### src/rtl/soldier_btn_cmd.sv
// soldier_btn_cmd: turns the raw btn_L / btn_R board buttons into single-cycle
// push / pop strobes for the soldier queue. Each button goes through a
// two-flop synchronizer, a debouncer and a strobe FSM. A shared output stage
// keeps push and pop mutually exclusive.
//
// Build option:
//   SOLDIER_BTN_AUTO_REPEAT_EN  defined   -> IDLE/HELD/REPEAT FSM with auto-repeat
//                               undefined -> IDLE/HELD FSM, one strobe per press;
//                                            REPEAT_DELAY / REPEAT_PERIOD ignored
//
// Channel index 0 is the left button (push), index 1 is the right button (pop).
module soldier_btn_cmd #(
   parameter int unsigned DEBOUNCE_CYCLES = 1_000_000,
   parameter int unsigned REPEAT_DELAY    = 50_000_000,
   parameter int unsigned REPEAT_PERIOD   = 15_000_000
) (
   input  logic clk,
   input  logic rst,
   input  logic btn_L,
   input  logic btn_R,
   output logic push,
   output logic pop,
   output logic lvl_L,
   output logic lvl_R
);

   // Parameter legality, checked at elaboration time.
   if (DEBOUNCE_CYCLES < 1) begin : g_bad_debounce
      $error("soldier_btn_cmd: DEBOUNCE_CYCLES must be 1 or more");
   end
   if (REPEAT_DELAY < 2) begin : g_bad_delay
      $error("soldier_btn_cmd: REPEAT_DELAY must be 2 or more");
   end
   if (REPEAT_PERIOD < 2) begin : g_bad_period
      $error("soldier_btn_cmd: REPEAT_PERIOD must be 2 or more");
   end

   localparam int unsigned DB_W = $clog2(DEBOUNCE_CYCLES + 1);
   // The counter holds values 0..DEBOUNCE_CYCLES-1; the cycle that would
   // make it reach DEBOUNCE_CYCLES toggles the level and clears it instead.
   localparam logic [DB_W-1:0] DB_LAST = DB_W'(DEBOUNCE_CYCLES - 1);

   logic [1:0]      raw;
   logic [1:0]      sync1;
   logic [1:0]      sync2;
   logic [1:0]      lvl;
   logic [DB_W-1:0] db_cnt [2];
   logic [1:0]      ev;
   logic            pend;

   assign raw   = {btn_R, btn_L};
   assign lvl_L = lvl[0];
   assign lvl_R = lvl[1];

   // Two-flop synchronizers for both asynchronous button inputs.
   always_ff @(posedge clk or posedge rst) begin
      if (rst) begin
         sync1 <= '0;
         sync2 <= '0;
      end else begin
         sync1 <= raw;
         sync2 <= sync1;
      end
   end

   // Debouncers: the level flips only after DEBOUNCE_CYCLES consecutive
   // cycles of disagreement; any agreeing cycle restarts the count.
   always_ff @(posedge clk or posedge rst) begin
      if (rst) begin
         lvl       <= '0;
         db_cnt[0] <= '0;
         db_cnt[1] <= '0;
      end else begin
         for (int unsigned i = 0; i < 2; i++) begin
            if (sync2[i] == lvl[i]) begin
               db_cnt[i] <= '0;
            end else if (db_cnt[i] == DB_LAST) begin
               lvl[i]    <= ~lvl[i];
               db_cnt[i] <= '0;
            end else begin
               db_cnt[i] <= db_cnt[i] + DB_W'(1);
            end
         end
      end
   end

`ifdef SOLDIER_BTN_AUTO_REPEAT_EN

   localparam int unsigned RPT_MAX = (REPEAT_DELAY > REPEAT_PERIOD) ? REPEAT_DELAY : REPEAT_PERIOD;
   localparam int unsigned RC_W    = $clog2(RPT_MAX);
   localparam logic [RC_W-1:0] DELAY_LAST  = RC_W'(REPEAT_DELAY - 1);
   localparam logic [RC_W-1:0] PERIOD_LAST = RC_W'(REPEAT_PERIOD - 1);

   typedef enum logic [1:0] {
      IDLE,
      HELD,
      REPEAT
   } state_t;

   state_t          state     [2];
   state_t          state_nx  [2];
   logic [RC_W-1:0] rpt_cnt   [2];
   logic [RC_W-1:0] rpt_cnt_nx[2];

   // Strobe FSM state and repeat counter registers.
   always_ff @(posedge clk or posedge rst) begin
      if (rst) begin
         state[0]   <= IDLE;
         state[1]   <= IDLE;
         rpt_cnt[0] <= '0;
         rpt_cnt[1] <= '0;
      end else begin
         for (int unsigned i = 0; i < 2; i++) begin
            state[i]   <= state_nx[i];
            rpt_cnt[i] <= rpt_cnt_nx[i];
         end
      end
   end

   // Next-state logic: a debounced release wins over a repeat tick so a
   // release never produces a strobe.
   always_comb begin
      for (int unsigned i = 0; i < 2; i++) begin
         state_nx[i]   = state[i];
         rpt_cnt_nx[i] = rpt_cnt[i];
         case (state[i])
            IDLE: begin
               rpt_cnt_nx[i] = '0;
               if (lvl[i]) begin
                  state_nx[i] = HELD;
               end
            end
            HELD: begin
               if (!lvl[i]) begin
                  state_nx[i]   = IDLE;
                  rpt_cnt_nx[i] = '0;
               end else if (rpt_cnt[i] == DELAY_LAST) begin
                  state_nx[i]   = REPEAT;
                  rpt_cnt_nx[i] = '0;
               end else begin
                  rpt_cnt_nx[i] = rpt_cnt[i] + RC_W'(1);
               end
            end
            REPEAT: begin
               if (!lvl[i]) begin
                  state_nx[i]   = IDLE;
                  rpt_cnt_nx[i] = '0;
               end else if (rpt_cnt[i] == PERIOD_LAST) begin
                  rpt_cnt_nx[i] = '0;
               end else begin
                  rpt_cnt_nx[i] = rpt_cnt[i] + RC_W'(1);
               end
            end
            default: begin
               state_nx[i]   = IDLE;
               rpt_cnt_nx[i] = '0;
            end
         endcase
      end
   end

   // Event decode: press edge, first repeat and periodic repeats.
   always_comb begin
      ev = '0;
      for (int unsigned i = 0; i < 2; i++) begin
         case (state[i])
            IDLE:    ev[i] = lvl[i];
            HELD:    ev[i] = lvl[i] && (rpt_cnt[i] == DELAY_LAST);
            REPEAT:  ev[i] = lvl[i] && (rpt_cnt[i] == PERIOD_LAST);
            default: ev[i] = 1'b0;
         endcase
      end
   end

`else

   typedef enum logic {
      IDLE,
      HELD
   } state_t;

   state_t state    [2];
   state_t state_nx [2];

   // Strobe FSM state registers.
   always_ff @(posedge clk or posedge rst) begin
      if (rst) begin
         state[0] <= IDLE;
         state[1] <= IDLE;
      end else begin
         for (int unsigned i = 0; i < 2; i++) begin
            state[i] <= state_nx[i];
         end
      end
   end

   // Next-state logic: HELD persists for as long as the debounced level is high.
   always_comb begin
      for (int unsigned i = 0; i < 2; i++) begin
         state_nx[i] = state[i];
         case (state[i])
            IDLE:    if (lvl[i])  state_nx[i] = HELD;
            HELD:    if (!lvl[i]) state_nx[i] = IDLE;
            default: state_nx[i] = IDLE;
         endcase
      end
   end

   // Event decode: only the debounced press edge produces an event.
   always_comb begin
      ev = '0;
      for (int unsigned i = 0; i < 2; i++) begin
         ev[i] = (state[i] == IDLE) && lvl[i];
      end
   end

`endif

   // Output stage: push takes priority; a colliding pop is deferred by one
   // cycle through pend, which lasts exactly one cycle because right events
   // are at least two cycles apart.
   always_ff @(posedge clk or posedge rst) begin
      if (rst) begin
         push <= 1'b0;
         pop  <= 1'b0;
         pend <= 1'b0;
      end else begin
         push <= ev[0];
         pop  <= (ev[1] & ~ev[0]) | pend;
         pend <= ev[1] & ev[0];
      end
   end

endmodule
### config.mk
export PLATFORM = sky130hd
export DESIGN_NAME = soldier_btn_cmd
export DESIGN_NICKNAME = d
export VERILOG_FILES = /design/src/rtl/soldier_btn_cmd.sv
export SDC_FILE = /design/constraint.sdc
export NUM_CORES = 1
export LEC_CHECK = 0
export BUFFER_PORTS_ARGS = -buffer_cell sky130_fd_sc_hd__buf_2
export CAP_MARGIN = 30
export CELL_PAD_IN_SITES_DETAIL_PLACEMENT = 1
export CELL_PAD_IN_SITES_GLOBAL_PLACEMENT = 1
export CORE_ASPECT_RATIO = 1.5
export CORE_UTILIZATION = 52
export DETAILED_ROUTE_END_ITERATION = 16
export GPL_TIMING_DRIVEN = 1
export PLACE_DENSITY_LB_ADDON = 0.1
export SYNTH_ARGS = -nofsm -noshare
export SYNTH_HDL_FRONTEND = slang
export SYNTH_SLANG_ARGS = --single-unit
### constraint.sdc
create_clock -name clk -period 3.7 [get_ports clk]
set_input_delay 0.37 -clock clk [delete_from_list [all_inputs] [get_ports clk]]
set_output_delay 0.37 -clock clk [all_outputs]
set_load 0.03 [all_outputs]
## Word-level counts from Yosys, hierarchy flattened

Cells that the tools add are included.

| operators by class | value |
|---|---|
| bitwise logic cells | 10 |
| add/sub/neg operators | 2 |
| reductions and logical operators | 4 |
| equality and inequality tests | 4 |
| muxes and demuxes | 6 |

Operators by type and width:

| cell | count |
|---|---|
| 20-bit two-way mux | 4 |
| 20-bit by 1-bit adder with 20-bit output (second input constant) | 2 |
| 20-bit equality test (second input constant) | 2 |
| 1-bit NOT | 7 |
| 2-bit AND reduction | 2 |
| 1-bit bitwise AND | 2 |
| 1-bit equality test | 2 |
| 1-bit logical AND | 2 |
| 1-bit two-way mux | 2 |
| 1-bit bitwise OR | 1 |

| storage, ports and cells | value |
|---|---|
| bits of input ports | 4 |
| register bits after elaboration | 51 |
| output and inout port bits | 4 |

## Logic depth before layout (Yosys ltp)

Gate-level depths: netlist of run 1.

| logic depth | value |
|---|---|
| word-level depth | 5 |
| mapped depth | 7 |
| gate-level depth less buffers | 5 |

## Least setup slack after synthesis of run 1

No wires, ideal clock.

| timing | value |
|---|---|
| path type | reg2reg |
| start point | register db_cnt[32] in the netlist's numbering |
| end point | register db_cnt[24] in the netlist's numbering |
| period minus slack after synthesis | 1941 ps |
| buffers on the path | 2 |
| library setup time | 121 ps |
| slack | 1759 ps |
| stages on the path, launching flop included | 7 |
| data arrival time | 1820 ps |
| cells stage by stage | dfrtp_1 or4_1 nor4_1 a31o_2 buf_2 buf_2 nor2_1 |

| between the ends | value |
|---|---|
| longest elaborated chain between the ends | 3 |

RTL lines:

| item | RTL line | source |
|---|---|---|
| start: declaration | 47 | `logic [DB_W-1:0] db_cnt [2];` |
| start signal: indexed assignment | 81 | `db_cnt[i] <= db_cnt[i] + DB_W'(1);` |
| 20-bit equality test | 77 | `end else if (db_cnt[i] == DB_LAST) begin` |
| 20-bit two-way mux | 77 |  |
| 20-bit two-way mux | 75 | `if (sync2[i] == lvl[i]) begin` |

No other way between the ends.
A chain may end at the register's enable or synchronous reset.

## Worst setup path in the final report of run 1

| timing | value |
|---|---|
| start point | register db_cnt[0] in the netlist's numbering |
| end point | register db_cnt[18] in the netlist's numbering |

| between the ends | value |
|---|---|
| longest elaborated chain between the ends | 3 |
| elaborated cells between the ends (all ways) | 4 |
| classes of those cells | 1 x add/sub; 1 x eq/ne; 2 x mux |

RTL lines:

| item | RTL line |
|---|---|
| 20-bit by 1-bit adder with 20-bit output or 20-bit equality test (tied branches) | 81, 77 |
| 20-bit two-way mux (*) | 77 |
| 20-bit two-way mux (*) | 75 |

Every way passes the cells marked *; elsewhere a longest branch is shown, timed or not.

==> results of run 1 <==
## area by class of cell
type / count / area, um2 / area share, %
sequential: 51 / 1280 / 49.9
inverter: 9 / 33.8 / 1.32
clock inverter: 3 / 67.6 / 2.64
clock buffer: 5 / 68.8 / 2.69
multi-input combinational: 162 / 990 / 38.7
timing repair buffer: 9 / 65.1 / 2.54
tap: 46 / 57.6 / 2.25
## worst max-delay path by stage
stage / cells after the start / end
floorplan: 6 / db_cnt[24]
global placement: 5 / db_cnt[18]
detailed placement: 5 / db_cnt[18]
CTS: 5 / db_cnt[18]
global route: 5 / db_cnt[18]
finish: 5 / db_cnt[18]
## sequential cells by signal (all words and copies together), names as in the netlist
signal  cells
db_cnt     40
lvl         2
state       2
sync1       2
sync2       2
pend        1
pop         1
push        1
## per-layer routing
| layer | share of wire, % | vias up | wire length, um | track usage (%) |
|---|---|---|---|---|
| met3 | 1.8 | 18 | 96 | 4.34 |
| met2 | 59 | 25 | 3140 | 50.6 |
| met1 | 36 | 859 | 1940 | 24.5 |
| met4 | 3.5 | 0 | 190 | 13.0 |
| met5 | 0 | - | 0 | 0 |
| li1 | - | 818 | - | - |
## critical path: stages, from the launching register on
cell and delay, ns:
dfrtp_1 0.42, ha_1 0.23, nand2_1 0.11, or4_1 0.65
or4_1 0.51, a21oi_1 0.16
## synthesized netlist by cell type (all sizes together) (2+ instances only)
master / number / area share [%]
nor4: 4 / 1.1
nand2: 11 / 1.8
xnor2: 12 / 4.5
nor2: 26 / 4.2
ha: 2 / 1.1
o21ai: 11 / 2.5
and3: 9 / 2.5
nand3: 13 / 3.2
mux2: 2 / 0.96
and2: 5 / 1.3
or3: 10 / 2.7
xor2: 11 / 4.1
clkbuf: 4 / 0.64
buf: 4 / 0.86
nand4: 10 / 2.7
inv: 9 / 1.4
dfrtp: 51 / 55
nor2b: 2 / 0.54
or4: 9 / 2.9
a21oi: 15 / 3.2
o31ai: 5 / 1.6
## stage by stage
stage	total power, uW	setup WS (ns)	utilization, %	hold WS [ns]	instances
after global routing	1090	1.33	59.8	0.166	285
final	1060	1.53	59.8	0.171	285
after detailed placement	617	1.58	56.3	0.284	276
after global placement	610	1.70	55.9	0.332	275
after CTS	1070	1.51	59.8	0.166	285
after floorplan	603	1.76	-	0.331	230
## cell families (layout without fill, tap and decap cells)
kind of cell,Yosys count,after routing,share of synthesized area (%)
AND/OR/NAND/NOR,102,102,23.7
flip-flops,51,51,54.7
AO/OA/AOI/OAI,33,33,8.04
XOR/XNOR,23,23,8.63
buffers and inverters,17,26,2.95
adder cells (fa/ha/maj),2,2,1.07
multiplexers,2,2,0.965
## report_power, final
part	internal, uW	leakage, uW	total [uW]	switching [uW]
logic	10.8	0.000341	36.0	25.2
clock network	270	0.0000644	454	184
registers	564	0.000698	571	6.77
total	845	0.00110	1060	216
==> impl_metrics.csv, run 1 <==
group,metric,value,unit
detailed_routing,drt_iter0_markers,57,
worst_setup_path,start_kind,"flip-flop",
global_route,grt-ovfl-total,0,
clock_tree,clkTransAtPathRegs,0.09,ns
sta,fin_worst_skew,0.0101,ns
detailed_routing,wl_per_cell,18.8,um
clock_tree,ctsRootBufferMaster,"clkbuf_8",
worst_setup_path,rr_endpoint,"db_cnt[18]",
logic_synthesis,yosysSeqAreaShare,54.7,%
clock_tree,cts_tree,"built",
clock_tree,insertion_delay,0.31,ns
detailed_routing,dr.pass1.iters,4,
logic_synthesis,ys_async_sr_fraction,100,%
die,core,4280,um2
power,peakVddDrop,341,uV
clock_tree,htreeDepth,2,
die,initial_core_util,54.5,%
worst_setup_path,worstPathMaxFanout,8,
global_route,grtUsageTotal,25.8,%
layout,fillerInstances,472,
die,fp.dieW,56.7,um
logic_synthesis,synth.ff_latch_count,51,
detailed_routing,drc,0,
detailed_routing,post_drt_via_cell_ratio,6.04,
hold_path,min_from,"btn_L",
clock_tree,cts_sinks,51,
worst_setup_path,r2r_cells,5,
clock_tree,cts_resized,0,
sta,worstMarginPinSlew,0.775,ns
worst_setup_path,reg2reg_slack,1.53,ns
flow_run,drv_cap,0,
sta,fin_crit_sh,58.6,%
die,dieArea,4770,um2
detailed_routing,vias,1720,
hold_path,hold_path_end,"sync1[0]",
sta,setup_viol,0,
sta,finalHoldViolations,0,
worst_setup_path,cp_data_required_time,3.93,ns
worst_setup_path,arrival,2.40,ns
worst_setup_path,crit_path_start,"db_cnt[0]",
logic_synthesis,netlist_area,2330,um2
layout,final_common_cell,"dfrtp_1",
power,p_leak,0.00110,uW
detailed_routing,wirelength,5360,um
hold_path,holdPathStages,1,
logic_synthesis,syn_inst,230,
layout,final_cell_mix,"dfrtp_1, nor2_1, a21oi_1",
die,ioPinCount,8,
clock_tree,clk_path_buf_depth,2,
clock_tree,cts_buffers,5,
layout,area_growth,9.59,%
sta,relSlewSlack,48.4,%
placement,io_buffers,7,
placement,placed_area,2410,um2
layout,drive_above_1_share,10.5,%
clock_tree,cts_hold_buf,1,
detailed_routing,antenna_left,0,
global_route,grt_pass1_vias,2008,
sta,rsz0062_at_grt,"no",
worst_setup_path,worstReg2RegStart,"db_cnt[0]",
logic_synthesis,syn_avg_cell_area,10.2,um2
logic_synthesis,synth_edf_count,0,
sta,setup_tns,0,ns
layout,final_net_count,244,
sta,max_freq,461,MHz
logic_synthesis,synth_ff_type,"dfrtp_1",
logic_synthesis,syn_nets,236,
clock_tree,post_cts_buffers,0,
die,die_h,84.1,um
placement,place.gp.congestion,0.780,
sta,fin_crit,2.17,ns
global_route,grt_pass1_wl,9370,um
power,power.density,415,nW/um2
global_route,grt_antenna_before_repair,0,
layout,antenna_cells,0,
worst_setup_path,worstSetupEndpointType,"flip-flop",
hold_path,hp-class,"primary input to flip-flop",
worst_setup_path,path_class,"flip-flop to flip-flop",
logic_synthesis,synth.distinct_cells,29,
logic_synthesis,ys.warnings.count,0,
die,num_rows,29,
global_route,grt_start_max_net_pins,45,
run_status,status,"finished clean",
sta,drv_slew,0,
placement,hpwl,3720,um
layout,fin_area,2560,um2
No activity file was read; power rests on OpenSTA's default activity.
==> run 2: changes to the inputs <==
CORE_UTILIZATION = 43   (was 52)
clock period = 1.9 ns   (was 3.7 ns; I/O delays follow)
==> impl_metrics.csv, run 2 (same netlist as run 1, synthesis figures left out) <==
group,metric,value,unit
clock_tree,cts_tree,"built",
worst_setup_path,cp_data_required_time,2.13,ns
layout,final_common_cell,"dfrtp_1",
flow_run,drv_cap,0,
power,peakVddDrop,451,uV
detailed_routing,drc,0,
detailed_routing,post_drt_via_cell_ratio,5.48,
sta,fin_crit,1.86,ns
layout,top_register,"db_cnt",
layout,final-instance-count-excl-fill,332,
layout,final_util,53.4,%
power,p_leak,0.00121,uW
sta,fin_crit_sh,98.0,%
global_route,grt_pass1_vias,1974,
sta,max_freq,537,MHz
layout,antenna_cells,0,
layout,largest_register_ffs,40,
global_route,grt_start_max_net_pins,52,
sta,finalHoldViolations,0,
layout,area_growth,18.1,%
layout,drive_above_1_share,20.8,%
global_route,grt_use_met2,40.8,%
detailed_routing,drt_iter0_markers,56,
placement,io_buffers,7,
sta,setup_tns,0,ns
global_route,busiest_layer,"met2",
die,fp.dieW,62.2,um
placement,hpwl,3930,um
global_route,grt_antenna_before_repair,0,
die,dieArea,5730,um2
worst_setup_path,arrival,2.09,ns
detailed_routing,antenna_left,0,
die,die_h,92.2,um
placement,place.gp.congestion,0.832,
clock_tree,insertion_delay,0.30,ns
sta,relSlewSlack,56.6,%
detailed_routing,vias,1819,
sta,drv_slew,0,
global_route,grt_pass1_wl,9180,um
clock_tree,cts_sinks,51,
run_status,status,"finished clean",
die,num_rows,32,
clock_tree,ctsRootBufferMaster,"clkbuf_8",
die,core,5160,um2
placement,placed_area,2580,um2
layout,fillerInstances,578,
detailed_routing,wl_per_cell,16.1,um
clock_tree,clkTransAtPathRegs,0.10,ns
detailed_routing,wirelength,5350,um
worst_setup_path,path_class,"flip-flop to flip-flop",
hold_path,hp-class,"primary input to asynchronous set/reset pin",
global_route,grt-ovfl-total,0,
worst_setup_path,worstSetupEndpointType,"flip-flop",
global_route,grtUsageTotal,20.6,%
sta,worstMarginPinSlew,0.651,ns
layout,final_cell_mix,"dfrtp_1, nor2_1, buf_4",
layout,fin_area,2760,um2
layout,final_net_count,269,
clock_tree,htreeDepth,2,
clock_tree,cts_buffers,5,
power,power.density,670,nW/um2
power,totalPowerFinal,1850,uW
detailed_routing,dr.pass1.iters,4,
die,initial_core_util,45.2,%
placement,dp.cells,317,
global_route,use_met1,21.5,%
sta,setup_viol,0,
worst_setup_path,start_kind,"flip-flop",
sta,fin_worst_skew,0.00908,ns
die,ioPinCount,8,
global_route,use_met3,2.74,%
worst_setup_path,worstPathMaxFanout,7,
clock_tree,clk_path_buf_depth,2,
run 2: per-layer routing:
metal | vias up | wire length [um]
met3 | 13 | 93
met5 | - | 0
li1 | 867 | -
met1 | 916 | 2000
met4 | 0 | 145
met2 | 23 | 3120
run 2: area by class of cell:
class / count / area, um2 / share of cell area [%]
clock inverter: 2 / 16.3 / 0.590
multi-input combinational: 162 / 1020 / 37.0
inverter: 9 / 33.8 / 1.23
timing repair buffer: 34 / 243 / 8.80
clock buffer: 6 / 82.6 / 2.99
sequential: 51 / 1280 / 46.3
tap: 68 / 85.1 / 3.09
run 2: path summary, 6_finish.rpt:
path	slack (ns)	startpoint	cells past startpoint	to
min in group clk	0.37	sync1[0]	0	sync2[0]
hold reg to reg	0.37	sync1[0]	0	sync2[0]
max in group asynchronous	1.40	rst	3	sync1[1]
setup reg to reg	0.04	db_cnt[5]	4	db_cnt[15]
setup / recovery	0.04	db_cnt[5]	4	db_cnt[15]
hold / removal	0.04	rst	3	db_cnt[4]
run 2: critical path: stages (launching register included):
cell,delay [ns]
dfrtp_1,0.41
nand3_2,0.12
or4_4,0.61
or4_1,0.49
a21oi_1,0.16
run 2: what timing repair did:
action,CTS,global route
buffers inserted,2,3
pin swaps,1,1
setup endpoints to repair,3,20
hold buffers,2,0
resized for setup,2,2
endpoints found under the hold margin,2,0
run 2: through the flow:
stage | setup slack [ns] | hold slack, ns
3_3_place_gp | 0.00668 | 0.298
5_1_grt | -0.00321 | 0.116
6_report | 0.0385 | 0.0438
3_5_place_dp | -0.0550 | 0.300
2_1_floorplan | 0.0270 | 0.221
4_1_cts | 0.0250 | 0.0684
run 2: report_power, final:
part | internal (uW) | switching (uW)
registers | 1100 | 10.8
clock network | 298 | 364
logic | 28.1 | 48.8
total | 1430 | 424
==> run 3: changes to the inputs <==
SETUP_SLACK_MARGIN = 0.3   (was unset)
SLEW_MARGIN = 0   (was unset)
==> impl_metrics.csv, run 3 (same netlist as run 1, synthesis figures left out) <==
group,metric,value,unit
clock_tree,clk_path_buf_depth,2,
die,ioPinCount,8,
power,peakVddDrop,507,uV
layout,fillerInstances,529,
worst_setup_path,worstReg2RegStart,"db_cnt[31]",
die,initial_core_util,45.2,%
worst_setup_path,cp_data_required_time,2.09,ns
worst_setup_path,path_cells,"or4_4 -> nor4_4 -> a31o_4 -> buf_8 -> a21oi_2",
layout,multi_input_area,1270,um2
global_route,grt-ovfl-total,0,
worst_setup_path,start_kind,"flip-flop",
detailed_routing,vias,1937,
flow_run,drv_cap,0,
power,switching_share,25.2,%
clock_tree,htreeDepth,2,
clock_tree,cts_sinks,51,
worst_setup_path,r2r_cells,5,
clock_tree,cts_tree,"built",
worst_setup_path,arrival,2.02,ns
power,intPower,1430,uW
placement,place.gp.congestion,0.820,
placement,io_buffers,7,
detailed_routing,drt_iter0_markers,52,
power,power_frac_clock,33.8,%
placement,hpwl,3790,um
clock_tree,clkTransAtPathRegs,0.10,ns
hold_path,hp-class,"primary input to asynchronous set/reset pin",
worst_setup_path,path_class,"flip-flop to flip-flop",
sta,max_freq,548,MHz
sta,finalHoldViolations,0,
sta,setup_viol,0,
global_route,grt_antenna_before_repair,0,
die,dieArea,5730,um2
die,num_rows,32,
worst_setup_path,crit_slowest_cell,"or4_4",
layout,final_cell_mix,"dfrtp_1, buf_4, xnor2_1, a21oi_2, nor2_4",
power,p_sw,481,uW
detailed_routing,antenna_left,0,
layout,antenna_cells,0,
sta,fin_crit_sh,96.0,%
global_route,grt_pass1_vias,2147,
layout,final_common_cell,"dfrtp_1",
sta,fin_crit,1.82,ns
detailed_routing,wl_per_cell,18.5,um
worst_setup_path,rr_endpoint,"db_cnt[39]",
die,core,5160,um2
run_status,status,"finished clean",
detailed_routing,dr.pass1.iters,3,
sta,relSlewSlack,57.1,%
global_route,grtUsageTotal,22.6,%
clock_tree,ctsRootBufferMaster,"clkbuf_8",
worst_setup_path,reg2reg_slack,0.08,ns
die,fp.dieW,62.2,um
sta,worstMarginPinSlew,0.644,ns
sta,rsz0062_at_grt,"yes",
worst_setup_path,crit_path_start,"db_cnt[31]",
layout,drive_above_1_share,42.0,%
worst_setup_path,worstSetupEndpointType,"flip-flop",
layout,area_growth,40.0,%
layout,regArea,1280,um2
sta,fin_worst_skew,0.0133,ns
sta,setup_tns,0,ns
global_route,grt_start_max_net_pins,52,
power,p_comb_share,7.9,%
layout,top_register,"db_cnt",
placement,dpl_worst_slack,0.000439,ns
worst_setup_path,worstPathMaxFanout,7,
clock_tree,cts_buffers,5,
sta,drv_slew,0,
power,p_leak,0.00136,uW
power,power.density,585,nW/um2
clock_tree,insertion_delay,0.32,ns
detailed_routing,wirelength,6480,um
sta,postLayoutSetupSlackWorst,0.0761,ns
layout,final_net_count,288,
detailed_routing,post_drt_via_cell_ratio,5.52,
worst_setup_path,critical-path-max-stage-delay,0.55,ns
global_route,grt_pass1_wl,9930,um
power,seqPwrFrac,58.3,%
layout,largest_register_ffs,40,
die,die_h,92.2,um
detailed_routing,drc,0,
[run 3: power groups by stage]
stage                     registers (uW)  clock network (uW)  logic, uW
after detailed placement            1130                   0       77.1
after CTS                           1110                 656        119
after floorplan                     1130                   0       51.9
after global routing                1120                 701        164
after global placement              1130                   0       73.6
final                               1110                 646        151
[run 3: how the worst max path moves through the flow]
stage / slack [ns] / endpoint / depth (start not counted)
final: 0.08 / db_cnt[39] / 5
after global routing: 0.03 / db_cnt[14] / 7
after CTS: 0.08 / db_cnt[24] / 5
after detailed placement: 0.0004 / db_cnt[26] / 5
after global placement: 0.06 / db_cnt[28] / 5
after floorplan: 0.05 / db_cnt[18] / 5
[run 3: critical path, delay by kind of cell, from the launching register on]
| family | cells | cell delay (ns) |
|---|---|---|
| simple gates | 2 | 0.87 |
| flops | 1 | 0.39 |
| compound gates | 2 | 0.30 |
| buf+inv | 1 | 0.15 |
[run 3: metrics by stage]
step | cells | utilization [%] | hold WS [ns] | area (um2) | power [uW]
6_report | 351 | 63.3 | 0.0332 | 3270 | 1910
5_1_grt | 351 | 63.3 | 0.0810 | 3270 | 1980
4_1_cts | 341 | 58.1 | 0.0571 | 3000 | 1890
3_5_place_dp | 316 | 50.7 | 0.305 | 2620 | 1210
3_3_place_gp | 316 | 50.7 | 0.298 | 2620 | 1200
2_1_floorplan | 230 | - | 0.221 | 2390 | 1180
[run 3: metal layers]
metal  track usage [%]  vias up  wire length, um
li1                  -      906                -
met1              21.8      992             2280
met3              3.48       18               98
met2              44.6       21             3880
met4              12.0        0              227
met5                 0        -                0
[run 3: cell type report]
cell class	instances	area share, %
tap	68	2.60
clock inverter	3	0.574
sequential	51	39.1
inverter	9	1.03
timing repair buffer	53	15.7
clock buffer	5	2.11
multi-input combinational	162	39.0
[run 3: what timing repair did]
action / in CTS / in global routing
resized for setup: 32 / 46
pin swaps: 14 / 17
buffers inserted: 13 / 9
setup endpoints to repair: 40 / 40
gates cloned: 2 / 1
hold buffers: 2 / 0
hold endpoints to repair: 2 / 0
